File: src/rtl/cartridge_dump_master.sv
// Cartridge ROM dump initiator: walks bank 0 then banks 1..NUM_BANKS-1 (via 0x2000 select) and streams every byte.
// Latency: RD_CYCLES clocks of RE_L low per byte, plus WR_CYCLES + 1 gap clock per bank switch; all outputs registered.
// Backpressure: holds the byte in PUSH with strobes idle until I_BYTE_READY; optional DUMP_CHECKSUM_EN adds O_CHECKSUM.
module cartridge_dump_master #(
    parameter int NUM_BANKS = 128,
    parameter int RD_CYCLES = 4,
    parameter int WR_CYCLES = 2
) (
    input  logic        I_CLK,
    input  logic        I_RESET_L,
    input  logic        I_START,
    output logic        O_BUSY,
    output logic        O_DONE,
    output logic [15:0] O_CARTRIDGE_ADDR,
    output logic [7:0]  O_CARTRIDGE_DATA,
    output logic        O_DATA_OE,
    input  logic [7:0]  I_CARTRIDGE_DATA,
    output logic        O_CARTRIDGE_RE_L,
    output logic        O_CARTRIDGE_WE_L,
    output logic [7:0]  O_BYTE,
    output logic        O_BYTE_VALID,
    input  logic        I_BYTE_READY,
`ifdef DUMP_CHECKSUM_EN
    output logic [15:0] O_CHECKSUM,
`endif
    output logic [20:0] O_BYTE_INDEX
);

    localparam logic [2:0] S_IDLE   = 3'd0;
    localparam logic [2:0] S_SEL_WR = 3'd1;
    localparam logic [2:0] S_GAP    = 3'd2;
    localparam logic [2:0] S_RD     = 3'd3;
    localparam logic [2:0] S_PUSH   = 3'd4;
    localparam logic [2:0] S_DONE   = 3'd5;

    localparam int CMAX = (RD_CYCLES > WR_CYCLES) ? RD_CYCLES : WR_CYCLES;
    localparam int CW   = $clog2(CMAX + 1);
    localparam logic [CW-1:0] RD_LAST = CW'(RD_CYCLES - 1);
    localparam logic [CW-1:0] WR_LAST = CW'(WR_CYCLES - 1);
    localparam logic [6:0]    BANK_LAST = 7'(NUM_BANKS - 1);

    logic [2:0]    state_q, state_d;
    logic [6:0]    bank_q, bank_d;
    logic [13:0]   off_q, off_d;
    logic [CW-1:0] cnt_q, cnt_d;
    logic [15:0]   addr_q, addr_d;
    logic [7:0]    wdat_q, wdat_d;
    logic          oe_q, oe_d;
    logic          re_l_q, re_l_d;
    logic          we_l_q, we_l_d;
    logic [7:0]    byte_q, byte_d;
    logic          vld_q, vld_d;
    logic          busy_q, busy_d;
    logic          done_q, done_d;
    logic [20:0]   idx_q, idx_d;
`ifdef DUMP_CHECKSUM_EN
    logic [15:0]   csum_q, csum_d;
`endif

    logic [13:0] off_inc;
    logic [6:0]  bank_inc;

    // Bank 0 lives in the fixed window, every other bank in the switchable one.
    function automatic logic [15:0] rd_addr(input logic [6:0] bank, input logic [13:0] off);
        return (bank == 7'd0) ? {2'b00, off} : {2'b01, off};
    endfunction

    always_comb begin
        state_d  = state_q;
        bank_d   = bank_q;
        off_d    = off_q;
        cnt_d    = cnt_q;
        addr_d   = addr_q;
        wdat_d   = wdat_q;
        oe_d     = oe_q;
        re_l_d   = re_l_q;
        we_l_d   = we_l_q;
        byte_d   = byte_q;
        vld_d    = vld_q;
        busy_d   = busy_q;
        done_d   = done_q;
        idx_d    = idx_q;
`ifdef DUMP_CHECKSUM_EN
        csum_d   = csum_q;
`endif
        off_inc  = off_q + 14'd1;
        bank_inc = bank_q + 7'd1;

        case (state_q)
            S_IDLE, S_DONE: begin
                if (I_START) begin
                    bank_d  = 7'd0;
                    off_d   = 14'd0;
                    busy_d  = 1'b1;
                    done_d  = 1'b0;
                    addr_d  = 16'h0000;
                    re_l_d  = 1'b0;
                    cnt_d   = '0;
                    state_d = S_RD;
`ifdef DUMP_CHECKSUM_EN
                    csum_d  = 16'h0000;
`endif
                end
            end
            S_SEL_WR: begin
                if (cnt_q == WR_LAST) begin
                    we_l_d  = 1'b1;
                    oe_d    = 1'b0;
                    state_d = S_GAP;
                end else begin
                    cnt_d = cnt_q + 1'b1;
                end
            end
            S_GAP: begin
                addr_d  = rd_addr(bank_q, off_q);
                re_l_d  = 1'b0;
                cnt_d   = '0;
                state_d = S_RD;
            end
            S_RD: begin
                if (cnt_q == RD_LAST) begin
                    byte_d  = I_CARTRIDGE_DATA;
                    idx_d   = {bank_q, off_q};
                    re_l_d  = 1'b1;
                    vld_d   = 1'b1;
                    state_d = S_PUSH;
                end else begin
                    cnt_d = cnt_q + 1'b1;
                end
            end
            S_PUSH: begin
                if (I_BYTE_READY) begin
                    vld_d = 1'b0;
`ifdef DUMP_CHECKSUM_EN
                    csum_d = csum_q + {8'h00, byte_q};
`endif
                    if (off_q != 14'h3FFF) begin
                        off_d   = off_inc;
                        addr_d  = rd_addr(bank_q, off_inc);
                        re_l_d  = 1'b0;
                        cnt_d   = '0;
                        state_d = S_RD;
                    end else if (bank_q < BANK_LAST) begin
                        off_d   = 14'd0;
                        bank_d  = bank_inc;
                        addr_d  = 16'h2000;
                        wdat_d  = {1'b0, bank_inc};
                        oe_d    = 1'b1;
                        we_l_d  = 1'b0;
                        cnt_d   = '0;
                        state_d = S_SEL_WR;
                    end else begin
                        busy_d  = 1'b0;
                        done_d  = 1'b1;
                        state_d = S_DONE;
                    end
                end
            end
            default: begin
                state_d = S_IDLE;
                re_l_d  = 1'b1;
                we_l_d  = 1'b1;
                oe_d    = 1'b0;
            end
        endcase
    end

    always_ff @(posedge I_CLK or negedge I_RESET_L) begin
        if (!I_RESET_L) begin
            state_q <= S_IDLE;
            bank_q  <= 7'd0;
            off_q   <= 14'd0;
            cnt_q   <= '0;
            addr_q  <= 16'h0000;
            wdat_q  <= 8'h00;
            oe_q    <= 1'b0;
            re_l_q  <= 1'b1;
            we_l_q  <= 1'b1;
            byte_q  <= 8'h00;
            vld_q   <= 1'b0;
            busy_q  <= 1'b0;
            done_q  <= 1'b0;
            idx_q   <= 21'd0;
`ifdef DUMP_CHECKSUM_EN
            csum_q  <= 16'h0000;
`endif
        end else begin
            state_q <= state_d;
            bank_q  <= bank_d;
            off_q   <= off_d;
            cnt_q   <= cnt_d;
            addr_q  <= addr_d;
            wdat_q  <= wdat_d;
            oe_q    <= oe_d;
            re_l_q  <= re_l_d;
            we_l_q  <= we_l_d;
            byte_q  <= byte_d;
            vld_q   <= vld_d;
            busy_q  <= busy_d;
            done_q  <= done_d;
            idx_q   <= idx_d;
`ifdef DUMP_CHECKSUM_EN
            csum_q  <= csum_d;
`endif
        end
    end

    assign O_BUSY           = busy_q;
    assign O_DONE           = done_q;
    assign O_CARTRIDGE_ADDR = addr_q;
    assign O_CARTRIDGE_DATA = wdat_q;
    assign O_DATA_OE        = oe_q;
    assign O_CARTRIDGE_RE_L = re_l_q;
    assign O_CARTRIDGE_WE_L = we_l_q;
    assign O_BYTE           = byte_q;
    assign O_BYTE_VALID     = vld_q;
    assign O_BYTE_INDEX     = idx_q;
`ifdef DUMP_CHECKSUM_EN
    assign O_CHECKSUM       = csum_q;
`endif

endmodule

File: config.mk
export PLATFORM = sky130hd
export DESIGN_NAME = cartridge_dump_master
export DESIGN_NICKNAME = d
export VERILOG_FILES = /design/src/rtl/cartridge_dump_master.sv
export SDC_FILE = /design/constraint.sdc
export NUM_CORES = 1
export LEC_CHECK = 0
export ABC_AREA = 1
export CAP_MARGIN = 20
export CORE_MARGIN = 5
export CORE_UTILIZATION = 25
export DETAILED_ROUTE_END_ITERATION = 6
export MAX_ROUTING_LAYER = met4
export SLEW_MARGIN = 20
export SYNTH_ARGS = -nofsm -noshare
export SYNTH_HDL_FRONTEND = slang
export SYNTH_SLANG_ARGS = --single-unit
File: constraint.sdc
create_clock -name I_CLK -period 1.7 [get_ports I_CLK]
set_input_delay 0.425 -clock I_CLK [delete_from_list [all_inputs] [get_ports I_CLK]]
set_output_delay 0.425 -clock I_CLK [all_outputs]
set_load 0.02 [all_outputs]
==> results.txt, run 1 <==
----------------------------------------------------
[Yosys]
  Share of flip-flops with an asynchronous set or reset ... 100%
  Commonest register cell after synthesis ... dfrtp_1
  Most common cell in the netlist ... nand2_1
  Top area cells in the synthesized netlist ... dfrtp_1 (49%), nand2_1 (20%), o21ai_0 (3.5%)
  Xor-xnor portion of the synthesized cell area ... 1.04%
  Synthesized cell area ... 4190 µm²
  Flip-flop and latch count after synthesis ... 84
  Syn Area/Cell ... a little under 8 µm²
  Number of flops mapped to enable cells by yosys ... 0
  Number of warnings printed during yosys synthesis ... 0
  Biggest area consumer among synthesized cells ... dfrtp_1
  Commonest cells in the synthesized netlist ... nand2_1 (227), dfrtp_1 (82), inv_1 (36), o21ai_0 (29)
  Syn Inst Count ... 530
  Fraction of synthesized area in multiplexers ... 0%
  Proportion of synthesized chip area in sequential cells ... 50.2%
  Post-synthesis compound-gate area fraction ... 6.65%
  Cell variety after synth ... 32
  Simple-Gate Fraction of Synth Area ... 33.9%
  Adder-cell area share of the yosys netlist ... 1.79%
  Combinational family with the most area after synthesis ... simple AND/OR/NAND/NOR gates
  Fraction of synthesized cell area taken by the top area cell type ... roughly half

[Global route]
  Met3 routing resource usage after global routing ... roughly 3.1%
  Congestion Overflow GR ... 0
  Initial antenna violation count ... 0
  Most crowded layer after global routing ... met2
  Global router's overall resource usage ... about 13%
  Vias in the first global route ... a little under 4,000
  Pin count of the biggest net entering global routing ... 43
  Global routing usage on met2 ... between 20% and 30%
  Met1 usage ... 16.0%
  First-pass GRT wire length ... between 15 and 20 mm

[Clock tree]
  Clock slew seen by the registers of the worst setup and hold paths ... about 0.06 ns
  CTS H-tree depth ... 3
  Clock tree from TritonCTS ... done
  Later-pin clock latency in the skew report ... ~0.36 ns
  Largest buffer count on any clock path ... 2
  Sink count of the clock tree ... 84
  Cell chosen for the clock root ... clkbuf_16
  Number of buffers created by CTS ... 9

[STA]
  Final worst-path cycle share ... a little over nine tenths
  Unrepaired setup endpoints after global routing ... yes
  Setup ws final ... 0.0419 ns
  Number of pins with negative max-slew slack in the final report ... 0
  Final setup fails ... 0
  Worst slack on hold paths ... -0.00544 ns
  Time the worst path needs with I/O delays and setup ... 1.66 ns
  Final setup skew ... 0.0105 ns
  Number of hold violations in the final report ... 6
  F_max ... just over 600 MHz

[Critical path]
  Crit path max-delay cell type ... dfrtp_1
  Cell-by-cell trace of the critical path ... ha_2, nand2_2, nor2_4, nand3_2, inv_2, nand3_4, nand2_8, nand2_1, o21ai_1
  FF-to-FF End ... off_q[6]$_DFFE_PN0P_
  Critical path launch point ... off_q[0]$_DFFE_PN0P_
  RR Startpoint ... off_q[0]$_DFFE_PN0P_
  Biggest cell delay along the critical path ... 0.37 ns
  Arrival time at the worst endpoint ... 1.93 ns
  Largest fanout on the critical path ... 27
  Sort of element at the end of the critical path ... flop
  Length in cells of the worst reg-to-reg path ... 9
  Type of element launching the critical path ... flop
  Register-to-register path setup slack ... 0.04 ns
  Crit Path Category ... flop to flop
  Worst EP required ... 1.97 ns

[Power]
  Power density cells ... 1180 nW/µm²
  Leakage power total ... about 3.2 nW
  Peak supply drop ... between 0.5 and 0.6 mV

[Routing]
  Residual DRC count ... 0
  Number of nets with antenna violations after routing ... 0
  1st-iter DRT viols ... 269
  1st-pass router iterations ... 4
  Mean routed wirelength per cell ... ~14 µm
  Avg Vias per Cell ... 4.28
  Final wirelength ... 12.1 mm
  Vias post-DR ... 3,780

[Layout]
  Multi-input combinational cell area ... just under 2000 µm²
  Number of antenna cells inserted ... 0
  Layout filler cell count ... 1,743
  Nets ... between 600 and 700
  FF/Latch Area ... 2100 µm²
  Layout cell share with drive strength beyond 1 ... about a fifth
  Area overhead of the layout relative to synthesis ... 43.3%
  Post-layout utilization of the core ... 36.4%

[Floorplan]
  Initial Util ... ~25%
  Count of standard-cell rows ... 47
  Io pins ... between 70 and 80
  Die outline height ... 140 µm
  Overall die width ... 140 µm
  Total Die Area ... just under 20,000 µm²
  Core area ... 16,500 µm²

[Placed design]
  Port Buffer Count ... 68
  Final weighted congestion in routability-driven placement ... 0.862
  Setup slack at placement ... -0.180 ns
  Half-perimeter wire length after placement ... 8.58 mm

[Flow run]
  Max-cap violations ... 0

[Run status]
  Violated checks ... hold timing
  Status ... finished with violations

[Worst hold path]
  Worst hold path type ... input port to asynchronous set/reset pin

----------------------------------------------------
==> cells in the final DEF, fill, tap and decap left out, drive strengths merged <==
cell / Yosys / final
a21oi: 4 / 4
xnor2: 2 / 2
or2: 1 / 1
conb: 1 / 2
clkbuf: 5 / 13
nand3: 30 / 30
ha: 6 / 6
nor2: 36 / 36
nand3b: 2 / 2
dfrtp: 82 / 82
dlygate4sd2: 0 / 57
clkdlybuf4s50: 0 / 10
dfstp: 2 / 2
bufinv: 0 / 2
nand2: 237 / 237
clkinvlp: 0 / 2
nand4: 14 / 14
o21bai: 1 / 1
inv: 43 / 43
buf: 11 / 63
xor2: 3 / 3
nor3: 2 / 2
o21ai: 48 / 48
clkinv: 0 / 1
==> report_power, final <==
part           leakage [nW]  total, mW  switching (mW)  internal (mW)
clock network         0.158       2.19           0.825           1.37
logic                  1.88       2.47            1.55          0.918
registers              1.14       2.43           0.174           2.26
==> final cells by class <==
type / count / share of cell area, %
inverter: 43 / 2.81
clock buffer: 11 / 4.21
multi-input combinational: 388 / 32.2
timing repair buffer: 132 / 19.8
sequential: 84 / 35.0
tap: 220 / 4.58
clock inverter: 5 / 1.40
==> critical path, delay by kind of cell, from the launching register on <==
kind                       cells  cell delay (ns)
buffers and inverters          1             0.10
and+or+nand+nor                6             0.83
adders and majority gates      1             0.20
DFF                            1             0.37
AOI/OAI and AO/OA              1             0.08
==> per-stage QoR <==
step                power [mW]  instances  setup TNS, ns  area, µm²
floorplan                 3.94        531              0       4200
global placement          4.78        857          -5.55       5490
detailed placement        4.80        857          -5.76       5490
CTS                       6.90        873              0       5770
global route              7.55        883          -1.00       6010
finish                    7.10        883              0       6010
==> kinds of logic after synthesis <==
family,count (synthesis)
DFF,84
AOI/OAI and AO/OA,53
adders and majority gates,6
other,1
xor gates and xnor gates,5
buffers and inverters,59
and+or+nand+nor,322
==> timing repair <==
| action | in CTS | in global routing |
|---|---|---|
| hold buffers | 0 | 0 |
| buffers inserted | 0 | 8 |
| gates resized for setup | 59 | 36 |
| pin swaps | 0 | 10 |
| setup endpoints to repair | 84 | 63 |
| gates cloned | 0 | 2 |
==> routing by layer <==
layer	share of wire (%)	up-vias
li1	-	1940
met1	46	1762
met2	49	71
met3	4.7	7
met4	0.75	0
met5	0	-
==> flip-flops by register name, indices dropped and copies added (netlist names), 3 cells and up <==
register,flops
O_BYTE_INDEX,21
O_CARTRIDGE_DATA,7
bank_q,7
O_BYTE,8
state_q,3
O_CARTRIDGE_ADDR,15
cnt_q,3
off_q,14
==> worst max-delay path by stage <==
| stage | endpoint | cells after the start | slack (ns) |
|---|---|---|---|
| 2_1_floorplan | O_CARTRIDGE_ADDR[1]$_DFFE_PN0P_ | 11 | 0.03 |
| 6_report | off_q[6]$_DFFE_PN0P_ | 9 | 0.04 |
| 3_5_place_dp | O_CARTRIDGE_ADDR[1]$_DFFE_PN0P_ | 9 | -0.18 |
| 3_3_place_gp | O_CARTRIDGE_ADDR[9]$_DFFE_PN0P_ | 9 | -0.17 |
| 5_1_grt | O_CARTRIDGE_ADDR[5]$_DFFE_PN0P_ | 10 | -0.05 |
| 4_1_cts | O_CARTRIDGE_ADDR[7]$_DFFE_PN0P_ | 11 | 0.01 |
No activity file was read; power rests on OpenSTA's default activity.
==> run 2: changes to the inputs <==
--- a/config.mk
+++ b/config.mk
@@ -9,5 +9,5 @@
 export CAP_MARGIN = 20
 export CORE_MARGIN = 5
-export CORE_UTILIZATION = 25
+export CORE_UTILIZATION = 23
 export DETAILED_ROUTE_END_ITERATION = 6
 export MAX_ROUTING_LAYER = met4
==> constraint.sdc (replaced) <==
create_clock -name I_CLK -period 1.7 [get_ports I_CLK]
set_input_delay 0.425 -clock I_CLK [delete_from_list [all_inputs] [get_ports I_CLK]]
set_output_delay 0.425 -clock I_CLK [all_outputs]
set_load 0.05 [all_outputs]
==> run 2 against run 1 <==
The run now ends clean. First-iteration DRC count fell by 33%. Global-route usage down 1.3 points. Sequential share of layout area shrank 2.7 points. Clock-buffer cell count up 3. Worst hold slack improved by 0.11 ns. Register-to-register slack got worse by 0.02 ns. Critical endpoint is now off_q[5]$_DFFE_PN0P_.
==> results.txt, run 2 (synthesis results as in run 1) <==
----------------------------------------------------
[Run status]
  Status ... finished, final reports clean (was finished with violations)

[Global route]
  First-pass GRT wire length ... 19.0 mm (was 19.5 mm)
  Congestion Overflow GR ... 0 (unchanged)
  Global router's overall resource usage ... 11.4% (was 12.7%)
  Vias in the first global route ... 3,595 (was 3,852)
  Pin count of the biggest net entering global routing ... 85 (was 43)
  Initial antenna violation count ... 0 (unchanged)

[Layout]
  Nets ... 673 (was 676)
  Most common cell after layout, fill and taps aside ... nand2_1 (unchanged)
  Number of antenna cells inserted ... 0 (unchanged)
  Layout filler cell count ... 1,818 (was 1,743)
  Area overhead of the layout relative to synthesis ... 55.6% (was 43.3%)
  Post-layout utilization of the core ... 36.3% (was 36.4%)
  Flip-flop count of the largest register, all copies and words added ... 21 (unchanged)
  Most used cells in the layout excluding fill and tap cells ... nand2_1 (220), dfrtp_1 (80), buf_12 (53) (was nand2_1 (214), dfrtp_1 (82), dlygate4sd2_1 (57))
  Layout cell share with drive strength beyond 1 ... 28.2% (was 20.1%)

[STA]
  Final setup skew ... 0.00510 ns (was 0.0105 ns)
  Final setup fails ... 0 (unchanged)
  Worst slack on hold paths ... 0.103 ns (was -0.00544 ns)
  Number of hold violations in the final report ... 0 (was 6)
  Time the worst path needs with I/O delays and setup ... 1.67 ns (was 1.66 ns)
  Post-Route Setup TNS ... 0 ns (unchanged)
  F_max ... 597 MHz (was 603 MHz)
  Number of pins with negative max-slew slack in the final report ... 0 (unchanged)
  Final worst-path cycle share ... 98.5% (was 97.5%)
  Unrepaired setup endpoints after global routing ... yes (unchanged)

[Critical path]
  Length in cells of the worst reg-to-reg path ... 11 (was 9)
  Crit Path Category ... flop to flop (unchanged)
  Crit path max-delay cell type ... dfrtp_1 (unchanged)
  Worst EP required ... 1.97 ns (about the same)
  RR Startpoint ... off_q[0]$_DFFE_PN0P_ (unchanged)
  Biggest cell delay along the critical path ... 0.35 ns (was 0.37 ns)
  Type of element launching the critical path ... flop (unchanged)
  FF-to-FF End ... off_q[5]$_DFFE_PN0P_ (was off_q[6]$_DFFE_PN0P_)
  Largest fanout on the critical path ... 13 (was 27)
  Arrival time at the worst endpoint ... 1.94 ns (was 1.93 ns)
  Register-to-register path setup slack ... 0.03 ns (was 0.04 ns)
  Cell-by-cell trace of the critical path ... ha_2, nand2_2, nor2_4, buf_6, nand3_4, inv_4, nand3_4, buf_6, nand2_8, nand2_1, o21ai_1 (was ha_2, nand2_2, nor2_4, nand3_2, inv_2, nand3_4, nand2_8, nand2_1, o21ai_1)
  Sort of element at the end of the critical path ... flop (unchanged)

[Floorplan]
  Count of standard-cell rows ... 49 (was 47)
  Initial Util ... 23.3% (was 25.4%)
  Die outline height ... 145 µm (was 140 µm)
  Io pins ... 71 (unchanged)
  Total Die Area ... 21,000 µm² (was 19,500 µm²)
  Overall die width ... 145 µm (was 140 µm)
  Core area ... 18,000 µm² (was 16,500 µm²)

[Power]
  Fraction of power spent switching nets ... 38.8% (was 36.0%)
  Power density cells ... 1200 nW/µm² (was 1180 nW/µm²)
  Flop pwr share ... 31.6% (was 34.3%)
  Peak supply drop ... 1.02 mV (was 0.552 mV)
  Internal power ... 4.80 mW (was 4.54 mW)
  Leakage power total ... 3.10 nW (was 3.17 nW)
  Part of the power in the clock network ... 25.6% (was 30.9%)
  Combinational fraction of design power ... 42.8% (was 34.8%)
  Sw power ... 3.05 mW (was 2.55 mW)

[Clock tree]
  Clock slew seen by the registers of the worst setup and hold paths ... 0.06 ns (about the same)
  CTS H-tree depth ... 3 (unchanged)
  Largest buffer count on any clock path ... 2 (unchanged)
  Clock tree from TritonCTS ... done (unchanged)
  Later-pin clock latency in the skew report ... 0.34 ns (was 0.36 ns)
  Sink count of the clock tree ... 84 (unchanged)
  Cell chosen for the clock root ... clkbuf_16 (unchanged)
  CTS Hold Bufs ... 0 (unchanged)
  Number of buffers created by CTS ... 9 (unchanged)

[Routing]
  Residual DRC count ... 0 (unchanged)
  1st-iter DRT viols ... 180 (was 269)
  Final wirelength ... 11.9 mm (was 12.1 mm)
  Avg Vias per Cell ... 4.25 (was 4.28)
  Vias post-DR ... 3,771 (was 3,780)
  1st-pass router iterations ... 4 (unchanged)
  Number of nets with antenna violations after routing ... 0 (unchanged)
  Mean routed wirelength per cell ... 13.3 µm (was 13.7 µm)

[Placed design]
  Port Buffer Count ... 68 (unchanged)
  Half-perimeter wire length after placement ... 8.43 mm (was 8.58 mm)
  Final weighted congestion in routability-driven placement ... 0.890 (was 0.862)

[Worst hold path]
  Worst hold path type ... input port to asynchronous set/reset pin (unchanged)

[Flow run]
  Max-cap violations ... 0 (unchanged)

----------------------------------------------------
==> run 2: changes by cell type in the layout (fill, tap and decap cells not counted), sizes merged <==
cell and change:
dlygate4sd2 -57, buf +53, nand2 +3, clkinvlp -2, bufinv -1, clkbuf +1
clkinv -1
==> run 2: worst max-delay path, delay by kind of cell (launching register included) <==
family,cells,cell delay (ns)
and+or+nand+nor,6,0.60
buffers and inverters,3,0.37
DFF,1,0.35
adders and majority gates,1,0.19
AOI/OAI and AO/OA,1,0.07
==> run 2: power groups by stage <==
stage | logic, mW | registers [mW] | clock network (mW)
2_1_floorplan | 1.30 | 3.03 | 0
3_5_place_dp | 2.76 | 2.51 | 0
4_1_cts | 2.82 | 2.48 | 2.07
5_1_grt | 3.63 | 2.51 | 2.17
6_report | 3.36 | 2.48 | 2.01
3_3_place_gp | 2.74 | 2.51 | 0
==> run 2: how the worst max path moves through the flow <==
| stage | endpoint | start | slack [ns] | depth (start not counted) |
|---|---|---|---|---|
| final | off_q[5]$_DFFE_PN0P_ | off_q[0]$_DFFE_PN0P_ | 0.03 | 11 |
| after global routing | off_q[1]$_DFFE_PN0P_ | off_q[0]$_DFFE_PN0P_ | -0.08 | 10 |
| after CTS | cnt_q[0]$_DFFE_PN0P_ | off_q[0]$_DFFE_PN0P_ | 0.01 | 11 |
| after detailed placement | bank_q[2]$_DFFE_PN0P_ | I_BYTE_READY | -0.14 | 7 |
| after global placement | bank_q[6]$_DFFE_PN0P_ | I_BYTE_READY | -0.13 | 7 |
| after floorplan | O_CARTRIDGE_ADDR[1]$_DFFE_PN0P_ | off_q[0]$_DFFE_PN0P_ | 0.03 | 11 |
==> run 2: metrics by stage <==
step | area [µm²] | total power, mW | setup WS (ns) | instances
CTS | 6230 | 7.36 | 0.0123 | 871
floorplan | 4200 | 4.33 | 0.0289 | 531
global route | 6530 | 8.31 | -0.0836 | 888
finish | 6530 | 7.85 | 0.0257 | 888
global placement | 5900 | 5.25 | -0.128 | 856
detailed placement | 5900 | 5.28 | -0.135 | 856
==> run 2: cell type report <==
type	instances	area (µm²)	share of cell area [%]
clock buffers	14	274	4.20
clock inverters	1	30.0	0.460
inverters	43	171	2.63
multi-input cells	391	1980	30.4
flip-flops and latches	84	2110	32.3
well taps	229	287	4.39
repair buffers	126	1680	25.7
==> run 2: per-layer routing <==
layer  global-route usage [%]  wire length, µm  up-vias
li1                         -                -     1931
met1                     15.1             5480     1753
met2                     17.1             5620       77
met3                     3.18              593       10
met4                     3.39              165        0
met5                        -                0        -
==> run 2: timing repair <==
| item | 4_1_cts | 5_1_grt |
|---|---|---|
| resized for setup | 4 | 43 |
| setup buffers | 0 | 14 |
| endpoints found under the setup margin | 14 | 56 |
| pin swaps | 0 | 9 |
| gates cloned | 0 | 3 |
